## src/rtl/pipeline_hazard_ctrl.sv

```systemverilog
// Stall/flush sequencer for the 5-stage pipeline: resolves memory waits,
// EX redirects, load-use hazards and fetch stalls into register enables and
// flushes, and counts hazard events with wrap-around counters.
//
//  state    | meaning
//  ---------+-----------------------------------------------------------
//  ST_RUN   | normal issue; load-use and fetch stalls handled here
//  ST_REDIR | post-redirect bubbles while the new fetch stream arrives
module pipeline_hazard_ctrl #(
    parameter int unsigned REDIRECT_BUBBLES = 1,
    parameter int unsigned CNT_W            = 32
) (
    input  logic             clk,
    input  logic             rst_n,
    input  logic             id_valid,
    input  logic [4:0]       id_rs1,
    input  logic [4:0]       id_rs2,
    input  logic             id_uses_rs1,
    input  logic             id_uses_rs2,
    input  logic             ex_mem_read,
    input  logic [4:0]       ex_rd,
    input  logic             ex_redirect,
    input  logic             dmem_req,
    input  logic             dmem_ready,
    input  logic             imem_ready,
    output logic             pc_en,
    output logic             if_id_en,
    output logic             if_id_flush,
    output logic             id_ex_en,
    output logic             id_ex_flush,
    output logic             ex_mem_en,
    output logic [CNT_W-1:0] load_use_cnt,
    output logic [CNT_W-1:0] mem_wait_cnt,
    output logic [CNT_W-1:0] flush_cnt
);

    typedef enum logic {ST_RUN, ST_REDIR} state_t;

    localparam logic [3:0] BUB_INIT = REDIRECT_BUBBLES[3:0];

    state_t           state_q, state_d;
    logic [3:0]       bub_q, bub_d;
    logic [CNT_W-1:0] load_use_cnt_q, mem_wait_cnt_q, flush_cnt_q;

    logic mem_stall, load_use, fetch_stall;
    logic pc_en_c, if_id_en_c, if_id_flush_c, id_ex_en_c, id_ex_flush_c, ex_mem_en_c;
    logic inc_lu, inc_mw, inc_fl;

    assign mem_stall   = dmem_req & ~dmem_ready;
    // x0 is hardwired, so a load targeting it never produces a hazard
    assign load_use    = ex_mem_read & id_valid & (ex_rd != 5'd0) &
                         ((id_uses_rs1 & (id_rs1 == ex_rd)) |
                          (id_uses_rs2 & (id_rs2 == ex_rd)));
    assign fetch_stall = ~imem_ready;

    // Prioritised hazard resolution: pipeline controls, next state, counter bumps
    always_comb begin
        pc_en_c       = 1'b0;
        if_id_en_c    = 1'b0;
        if_id_flush_c = 1'b0;
        id_ex_en_c    = 1'b0;
        id_ex_flush_c = 1'b0;
        ex_mem_en_c   = 1'b0;
        state_d       = state_q;
        bub_d         = bub_q;
        inc_lu        = 1'b0;
        inc_mw        = 1'b0;
        inc_fl        = 1'b0;
        if (mem_stall) begin
            // full freeze; a pending redirect is re-presented once EX thaws
            inc_mw = 1'b1;
        end else if (ex_redirect) begin
            pc_en_c       = 1'b1;
            if_id_flush_c = 1'b1;
            id_ex_flush_c = 1'b1;
            ex_mem_en_c   = 1'b1;
            inc_fl        = 1'b1;
            if (REDIRECT_BUBBLES != 0) begin
                state_d = ST_REDIR;
                bub_d   = BUB_INIT;
            end else begin
                state_d = ST_RUN;
                bub_d   = 4'd0;
            end
        end else if (state_q == ST_REDIR) begin
            pc_en_c       = imem_ready;
            if_id_flush_c = 1'b1;
            id_ex_en_c    = 1'b1;
            ex_mem_en_c   = 1'b1;
            // only bubbles that saw valid fetch data count toward the window
            if (imem_ready) begin
                if (bub_q <= 4'd1) begin
                    bub_d   = 4'd0;
                    state_d = ST_RUN;
                end else begin
                    bub_d = bub_q - 4'd1;
                end
            end
        end else if (load_use) begin
            id_ex_flush_c = 1'b1;
            ex_mem_en_c   = 1'b1;
            inc_lu        = 1'b1;
        end else if (fetch_stall) begin
            if_id_flush_c = 1'b1;
            id_ex_en_c    = 1'b1;
            ex_mem_en_c   = 1'b1;
        end else begin
            pc_en_c    = 1'b1;
            if_id_en_c = 1'b1;
            id_ex_en_c = 1'b1;
            ex_mem_en_c = 1'b1;
        end
    end

    // Reset gates every control low immediately, without waiting for a clock
    assign pc_en       = pc_en_c       & rst_n;
    assign if_id_en    = if_id_en_c    & rst_n;
    assign if_id_flush = if_id_flush_c & rst_n;
    assign id_ex_en    = id_ex_en_c    & rst_n;
    assign id_ex_flush = id_ex_flush_c & rst_n;
    assign ex_mem_en   = ex_mem_en_c   & rst_n;

    assign load_use_cnt = load_use_cnt_q;
    assign mem_wait_cnt = mem_wait_cnt_q;
    assign flush_cnt    = flush_cnt_q;

    // FSM state, bubble counter and wrap-around performance counters
    always_ff @(posedge clk or negedge rst_n) begin
        if (!rst_n) begin
            state_q        <= ST_RUN;
            bub_q          <= 4'd0;
            load_use_cnt_q <= '0;
            mem_wait_cnt_q <= '0;
            flush_cnt_q    <= '0;
        end else begin
            state_q <= state_d;
            bub_q   <= bub_d;
            if (inc_lu) load_use_cnt_q <= load_use_cnt_q + CNT_W'(1);
            if (inc_mw) mem_wait_cnt_q <= mem_wait_cnt_q + CNT_W'(1);
            if (inc_fl) flush_cnt_q    <= flush_cnt_q + CNT_W'(1);
        end
    end

endmodule

```

## config.mk

```make
export PLATFORM = sky130hd
export DESIGN_NAME = pipeline_hazard_ctrl
export DESIGN_NICKNAME = d
export VERILOG_FILES = /design/src/rtl/pipeline_hazard_ctrl.sv
export SDC_FILE = /design/constraint.sdc
export NUM_CORES = 1
export LEC_CHECK = 0
export CORE_UTILIZATION = 43
export CTS_BUF_LIST = sky130_fd_sc_hd__clkbuf_2 sky130_fd_sc_hd__clkbuf_4 sky130_fd_sc_hd__clkbuf_8
export CTS_CLUSTER_DIAMETER = 200
export DETAILED_ROUTE_END_ITERATION = 8
export HOLD_SLACK_MARGIN = 0.05
export PLACE_DENSITY = 0.79
export SLEW_MARGIN = 10
export SYNTH_ARGS = -nofsm -noshare
export SYNTH_HDL_FRONTEND = slang
export SYNTH_SLANG_ARGS = --single-unit
```

## constraint.sdc

```tcl
create_clock -name clk -period 3.05 [get_ports clk]
set_input_delay 0.4575 -clock clk [delete_from_list [all_inputs] [get_ports clk]]
set_output_delay 0.4575 -clock clk [all_outputs]
set_load 0.05 [all_outputs]
```

Word level (Yosys, flattened, before mapping)
Index checks and enable logic that the tools add are counted.
{"block": "totals", "regBits": 101, "in_bits": 25, "output_inout_bits": 102, "word_cells": 66}
{"block": "classes", "add_sub_neg": 4, "magnitude_cmp": 1, "n_eq_ne": 2, "n_mux": 35, "bitwise": 15, "reduce_logical": 4}
{"cell": "adder 32 x 1 -> 32 bit, second input constant", "count": 3}
{"cell": "2-to-1 mux 1 bit", "count": 31}
{"cell": "2-to-1 mux 4 bit", "count": 4}
{"cell": "AND 1 bit", "count": 12}
{"cell": "equality test 5 bit", "count": 2}
{"cell": "nonzero test 5 bit", "count": 1}
{"cell": "<= comparator 4 x 1 -> 1 bit, second input constant", "count": 1}
{"cell": "nonzero test 2 bit", "count": 2}
{"cell": "subtractor 4 x 1 -> 4 bit, second input constant", "count": 1}
{"cell": "AND reduction 3 bit", "count": 1}
{"cell": "inverter 1 bit", "count": 2}
{"cell": "OR 1 bit", "count": 1}

Longest topological paths before layout
Gate-level depths: netlist of run 1.
{"block": "logic_depth", "depth_word": 9, "depth_mapped": 8, "depth_no_buf": 7}

Worst setup path before layout of run 1
OpenSTA, ideal clock, no wires.
{"block": "synth_path", "path_type": "input to output", "startpoint": "in ex_rd[1]", "endpoint": "out id_ex_en", "t_arrival_ns": 2.753, "required_ns": 2.592, "setup_slack_ns": -0.161, "cell_stages": 7, "path_buffers": 2, "cell_sequence": "or4_1 -> o211ai_1 -> or2_1 -> buf_2 -> buf_6 -> nor2_1 -> nor3_1"}
{"block": "synth_between", "elab_chain_len": 9, "word_cells_on_any_way": 13, "cone_classes": "eq/ne (2); mux (4); bitwise (6); reduce/logical (1)"}
{"item": "start: declaration", "line_no": "21", "rtl": "input logic [4:0] ex_rd,"}
{"item": "equality test 5 bit, on equally long branches", "line_no": "52, 53"}
{"item": "AND 1 bit, on equally long branches", "line_no": "52, 53"}
{"item": "OR 1 bit", "line_no": "52", "rtl": "((id_uses_rs1 & (id_rs1 == ex_rd)) |"}
{"item": "AND 1 bit (*)", "line_no": "51", "rtl": "assign load_use = ex_mem_read & id_valid & (ex_rd != 5'd0) &"}
{"item": "2-to-1 mux 1 bit (*)", "line_no": "99", "rtl": "end else if (load_use) begin"}
{"item": "2-to-1 mux 1 bit (*)", "line_no": "85", "rtl": "end else if (state_q == ST_REDIR) begin"}
{"item": "2-to-1 mux 1 bit (*)", "line_no": "72", "rtl": "end else if (ex_redirect) begin"}
{"item": "2-to-1 mux 1 bit (*)", "line_no": "69", "rtl": "if (mem_stall) begin"}
{"item": "AND 1 bit (*)", "line_no": "119", "rtl": "assign id_ex_en = id_ex_en_c & rst_n;"}
{"item": "end: declaration", "line_no": "29", "rtl": "output logic id_ex_en,"}
Mark *: on every way between the ends. The rest lies on a longest branch, timed or not.

Worst setup path after layout of run 1
Same ends and word-level chain as after synthesis.

==> results.yml, run 1 <==
status:
  status: "finished, final reports clean"
flow_run:
  drv_cap: 0
critical_path:
  path_cells: "clkdlybuf4s50_1 > or4_1 > o211ai_1 > or2_4 > nor2_1 > nor3_2 > buf_12"
  path_max_fanout: 3
  cp_slowest_cell: "or4_1"
  regToRegEndpoint: "mem_wait_cnt[25]$_DFFE_PN0P_"
  r2r_start: "mem_wait_cnt[4]$_DFFE_PN0P_"
  worstPathRequired_ps: 2590
  regToRegSetupSlack_ps: 920
  critical_path.startpoint_type: "primary input"
  worstPathArrival_ps: 2470
  critical_path_buf_inv_count: 2
  critPathMaxStageDelay_ps: 550
  rr_worst_depth: 6
  critPathKind: "primary input to output pin"
  critPathCaptureType: "output pin"
  crit_family: "simple AND/OR/NAND/NOR gates"
drt:
  vias_per_cell: 5.17
  vias: 3755
  drc: 0
  drt_first_pass_iters: 4
  post_drt_wl_per_cell_um: 15.1
  drt_wl_total_mm: 11.0
  drt_iter0_markers: 131
  final_antenna_net_count: 0
clock_tree:
  cts_htree_levels: 3
  clk_pin_slew_ps: 100
  cts_root_buffer: "clkbuf_8"
  clkSinkCount: 101
  clk_latency_ps: 360
  cts_setup_buffers: 0
  cts_tree: "built"
  clockBufferDepth: 2
  cts_buffers: 9
sta:
  finalMaxSlewViolations: 0
  hold_viol: 0
  whs_ps: 206
  fin_crit_sh_pct: 96.1
  period_minus_slack_ps: 2930
  worstMarginPinSlew_ps: 723
  maxSlewHeadroom_pct: 51.8
  fmaxAchievable_mhz: 341
  setup_viol: 0
  rsz0062_at_grt: "no"
  fin_tns_setup_ps: 0
  finalClockSkew_ps: 17.9
power_and_ir_drop:
  max-vdd-ir-drop_uv: 365
  leakage_uw: 0.00284
  powerDensity_nw_per_um2: 489
cells_and_area:
  nNetsFinal: 611
  antenna_cells: 0
  final_layout_size_suffix_gt1_share_pct: 8.53
  fillerInstances: 911
  area_growth_pct: 35.2
placed_design:
  io_buffers: 126
  gp_congestion: 0.816
  dp_hpwl_mm: 8.05
logic_synthesis:
  synthDistinctLibCells: 37
  ys_seq_area_share_pct: 52.7
  synth.avg_cell_area_um2: 10.7
  ys_warn_count: 0
  synth_area_um2: 4790
  synth_fp_nets: 476
  synth-seq-cells: 101
  synthCells: 446
hold_path:
  hp-class: "primary input to async pin"
floorplanning:
  ios: 127
  die-height_um: 108
  initial_core_util_pct: 44.2
  die_w_um: 108
  coreArea_um2: 10800
  die_area_um2: 11600
  rows: 38
global_route:
  gr-usage-all-layers_pct: 20.2
  grt_pass1_vias: 3784
  antenna_found_initial: 0
  overflow: 0
  grt_max_degree: 58
  grt_pass1_wl_mm: 18.4
==> timing repair <==
| item | CTS | global route |
|---|---|---|
| setup endpoints to repair | 0 | 4 |
| hold endpoints to repair | 0 | 0 |
| resized for setup | 0 | 5 |
| hold buffers | 0 | 0 |
==> cell usage after synthesis <==
master | n | area share, %
nor2b_1 | 1 | 0.13
o31ai_1 | 1 | 0.16
nand2_1 | 52 | 4.1
or4_1 | 2 | 0.31
xor2_1 | 37 | 6.8
nor2_2 | 1 | 0.13
ha_1 | 5 | 1.3
nor4_1 | 4 | 0.52
o41ai_1 | 1 | 0.18
nand3_1 | 33 | 3.4
o21ai_0 | 3 | 0.31
inv_1 | 7 | 0.55
o21a_1 | 2 | 0.31
or3_1 | 1 | 0.13
a21oi_1 | 3 | 0.31
and2_0 | 1 | 0.13
and4_1 | 9 | 1.6
or2_1 | 1 | 0.13
clkbuf_1 | 4 | 0.31
or3_4 | 1 | 0.23
o21ai_1 | 1 | 0.10
and3_1 | 22 | 2.9
nor3_1 | 13 | 1.4
nor3_2 | 6 | 1.3
buf_6 | 1 | 0.23
dfrtp_1 | 101 | 53
o211ai_1 | 1 | 0.16
nor2_1 | 21 | 1.6
mux2_2 | 1 | 0.23
and2_1 | 8 | 1.0
xnor2_1 | 65 | 12
nand4_1 | 27 | 3.5
a32oi_1 | 1 | 0.18
buf_2 | 4 | 0.42
nand2b_1 | 1 | 0.13
nor4_2 | 3 | 0.78
xnor2_2 | 1 | 0.34
==> registers in the layout (all words and copies together) (netlist names) <==
| signal | count |
|---|---|
| bub_q | 4 |
| mem_wait_cnt | 32 |
| flush_cnt | 32 |
| state_q | 1 |
| load_use_cnt | 32 |
==> per-stage QoR <==
stage | util, % | power [µW] | setup WS [ps] | area, µm² | instances
final | 59.8 | 3170 | 119 | 6480 | 726
after CTS | 59.6 | 3200 | 1.11 | 6460 | 726
after detailed placement | 57.9 | 2380 | 3.83 | 6280 | 710
after floorplan | - | 2060 | 93.8 | 4800 | 446
after global routing | 59.8 | 3330 | 10.8 | 6480 | 726
after global placement | 57.9 | 2360 | 60.3 | 6280 | 710
==> area by class of cell <==
type	instances	area, µm²	share of cell area, %
clock buffers	9	124	1.91
clock inverters	7	56.3	0.869
inverters	7	26.3	0.405
multi-input cells	329	2220	34.3
flip-flops and latches	101	2530	39.0
well taps	140	175	2.70
repair buffers	133	1350	20.8
==> layer usage <==
| metal | vias to the layer above | GRT usage (%) | share of wire (%) |
|---|---|---|---|
| met4 | 0 | 5.48 | 0.54 |
| met1 | 1835 | 26.4 | 44 |
| met5 | - | 0 | 0 |
| met3 | 5 | 4.78 | 6.0 |
| li1 | 1804 | - | - |
| met2 | 111 | 33.5 | 49 |
==> cell usage in the layout, fill, tap and decap left out, types with 2 or more instances in the layout <==
| cell type | instances |
|---|---|
| nand3_1 | 33 |
| xnor2_1 | 65 |
| buf_12 | 4 |
| nor3_1 | 11 |
| nor4_2 | 4 |
| ha_1 | 5 |
| dfrtp_1 | 101 |
| o21a_1 | 2 |
| nor2_2 | 2 |
| nand4_1 | 27 |
| and2_1 | 8 |
| xor2_1 | 37 |
| clkbuf_8 | 9 |
| nand2_1 | 52 |
| and4_1 | 9 |
| buf_4 | 10 |
| clkdlybuf4s50_1 | 119 |
| nor2_1 | 20 |
| o21ai_0 | 3 |
| nor4_1 | 3 |
| a21oi_1 | 2 |
| inv_6 | 2 |
| and3_1 | 22 |
| clkinvlp_4 | 3 |
| inv_1 | 7 |
| nor3_2 | 8 |
| or4_1 | 2 |
==> worst max-delay path by stage <==
stage / start / endpoint / cells after the start
global route: ex_rd[1] / id_ex_en / 7
floorplan: ex_rd[1] / pc_en / 7
global placement: ex_rd[1] / pc_en / 7
detailed placement: ex_rd[1] / pc_en / 7
finish: ex_rd[1] / id_ex_en / 7
CTS: ex_rd[1] / pc_en / 7
==> kinds of logic (layout without fill, tap and decap cells) <==
family                     Yosys count  after routing  synth area share [%]
AOI/OAI and AO/OA                   13             13                  1.72
muxes                                1              1                 0.235
buffers and inverters               16            156                  1.51
and+or+nand+nor                    207            207                  23.5
DFF                                101            101                  52.7
adders and majority gates            5              5                  1.31
xor gates and xnor gates           103            103                  19.0
==> report_power, final <==
part | switching, µW | internal, µW
sequential | 125 | 1430
clock | 498 | 307
combinational | 515 | 288
total | 1140 | 2030
Power figures use the tool's default switching activity.
==> run 2, diff against run 1 <==
--- a/config.mk
+++ b/config.mk
@@ -5,6 +5,7 @@
 export SDC_FILE = /design/constraint.sdc
 export NUM_CORES = 1
 export LEC_CHECK = 0
+export CORE_MARGIN = 10
 export CORE_UTILIZATION = 43
 export CTS_BUF_LIST = sky130_fd_sc_hd__clkbuf_2 sky130_fd_sc_hd__clkbuf_4 sky130_fd_sc_hd__clkbuf_8
 export CTS_CLUSTER_DIAMETER = 200
==> run 2 against run 1 <==
- routed wire length increased by 9.3%
- first-iteration DRC count increased by 54%
- count of clock-buffer cells in the layout up 2
- critical path depth rose by 1
- cell area is 0.17% higher
- highest routed layer unchanged
==> results.yml, run 2 (same netlist as run 1, synthesis figures left out) <==
drt:
  post_drt_wl_per_cell_um: 16.5
  final_antenna_net_count: 0
  drt_iter0_markers: 202
  drt_first_pass_iters: 4
  drt_wl_total_mm: 12.0
  vias_per_cell: 5.20
  vias: 3788
  drc: 0
flow_run:
  drv_cap: 0
sta:
  finalMaxSlewViolations: 0
  fin_tns_setup_ps: 0
  fmaxAchievable_mhz: 345
  rsz0062_at_grt: "no"
  maxSlewHeadroom_pct: 52.9
  hold_viol: 0
  finalClockSkew_ps: 14.4
  fin_crit_sh_pct: 95.2
  worstMarginPinSlew_ps: 706
  setup_viol: 0
  period_minus_slack_ps: 2900
floorplanning:
  ios: 127
  die_w_um: 126
  die-height_um: 126
  die_area_um2: 15800
  coreArea_um2: 10900
  initial_core_util_pct: 44.0
  rows: 38
critical_path:
  crit_family: "buffers and inverters"
  critPathMaxStageDelay_ps: 530
  cp_slowest_cell: "or4_1"
  critical_path_buf_inv_count: 3
  worstPathArrival_ps: 2440
  critPathKind: "primary input to output pin"
  critPathCaptureType: "output pin"
  worstPathRequired_ps: 2590
  path_cells: "clkdlybuf4s50_1 > or4_1 > o211ai_1 > buf_4 > nor2_1 > o21a_1 > nor2_1 > buf_4"
  path_max_fanout: 3
  critical_path.startpoint_type: "primary input"
clock_tree:
  clockBufferDepth: 2
  cts_root_buffer: "clkbuf_8"
  cts_resized: 0
  cts_buffers: 9
  cts_tree: "built"
  cts_setup_buffers: 0
  clk_latency_ps: 360
  clkSinkCount: 101
  cts_htree_levels: 3
  cts_hold_repair.buffers: 0
  clk_pin_slew_ps: 110
cells_and_area:
  antenna_cells: 0
  final_layout_size_suffix_gt1_share_pct: 7.99
  nNetsFinal: 613
  area_growth_pct: 35.5
  final_cell_mix: "clkdlybuf4s50_1 (119), dfrtp_1 (101), xnor2_1 (65)"
  layout_commonest_cell: "clkdlybuf4s50_1"
  fin_cells: 728
power_and_ir_drop:
  p_sw_uw: 1120
  leakage_uw: 0.00286
  combPwrFrac_pct: 24.4
  pwr-share-clk_pct: 27.7
  pwr-share-seq_pct: 47.9
  max-vdd-ir-drop_uv: 321
  p_sw_share_pct: 34.3
  power.internal_uw: 2140
  powerDensity_nw_per_um2: 502
global_route:
  overflow: 0
  grt_max_degree: 55
  grt_pass1_wl_mm: 20.1
  antenna_found_initial: 0
  gr-usage-all-layers_pct: 15.0
  grt_pass1_vias: 3996
placed_design:
  io_buffers: 126
  dp_hpwl_mm: 9.12
  gp_congestion: 0.829
  dp.cells: 710
status:
  status: "finished, final reports clean"
hold_path:
  hp-class: "primary input to async pin"
==> run 2: metal layers <==
metal,global-route usage [%],wire length [µm],up-vias
met4,4.54,129,0
met1,18.3,5180,1850
li1,-,-,1806
met2,23.7,5620,118
met5,0,0,-
met3,6.00,1080,14
==> run 2: path summary, 6_finish.rpt <==
check                                        startpoint                      endpoint  slack [ps]  cells past startpoint
min in group clk           mem_wait_cnt[31]$_DFFE_PN0P_  mem_wait_cnt[31]$_DFFE_PN0P_         470                      1
setup / recovery                               ex_rd[1]                   if_id_flush         150                      8
setup reg to reg            mem_wait_cnt[4]$_DFFE_PN0P_  mem_wait_cnt[25]$_DFFE_PN0P_         910                      6
hold reg to reg            mem_wait_cnt[31]$_DFFE_PN0P_  mem_wait_cnt[31]$_DFFE_PN0P_         470                      1
hold / removal                                    rst_n  mem_wait_cnt[17]$_DFFE_PN0P_         230                      2
max in group asynchronous                         rst_n  load_use_cnt[28]$_DFFE_PN0P_        1680                      3
==> run 2: final cells by class <==
class,instances,area [µm²]
fillers,905,4400
flip-flops and latches,101,2530
multi-input cells,329,2200
repair buffers,135,1350
well taps,140,175
clock buffers,11,145
clock inverters,5,66.3
inverters,7,26.3
==> run 2: worst register-to-register path, stage by stage (launching register included) <==
cell     delay (ps)
dfrtp_1         460
and4_1          260
and3_1          220
nand3_1         130
or4_1           630
nor2_1          180
xor2_1          170
==> run 2: power groups by stage <==
stage	combinational [µW]	clock [µW]	sequential [µW]
2_1_floorplan	243	0	1810
3_3_place_gp	780	0	1580
3_5_place_dp	796	0	1590
4_1_cts	799	924	1560
5_1_grt	851	978	1580
6_report	795	902	1560
==> run 2: metrics by stage <==
step           power (µW)  area [µm²]  setup WS, ps  hold WS [ps]  utilization, %
2_1_floorplan        2060        4800          93.8           162               -
6_report             3260        6490           148           227            59.6
5_1_grt              3410        6490          14.2           254            59.6
3_5_place_dp         2380        6260           139           456            57.5
3_3_place_gp         2360        6260           194           459            57.5
4_1_cts              3290        6480           139           231            59.5
==> run 3, diff against run 2 <==
--- a/config.mk
+++ b/config.mk
@@ -10,7 +10,7 @@
 export CTS_BUF_LIST = sky130_fd_sc_hd__clkbuf_2 sky130_fd_sc_hd__clkbuf_4 sky130_fd_sc_hd__clkbuf_8
 export CTS_CLUSTER_DIAMETER = 200
 export DETAILED_ROUTE_END_ITERATION = 8
-export HOLD_SLACK_MARGIN = 0.05
+export HOLD_SLACK_MARGIN = 0.12
 export PLACE_DENSITY = 0.79
 export SLEW_MARGIN = 10
 export SYNTH_ARGS = -nofsm -noshare
==> results of run 3 <==
No change in the layout: final DEF, timing and power equal those of run 2.
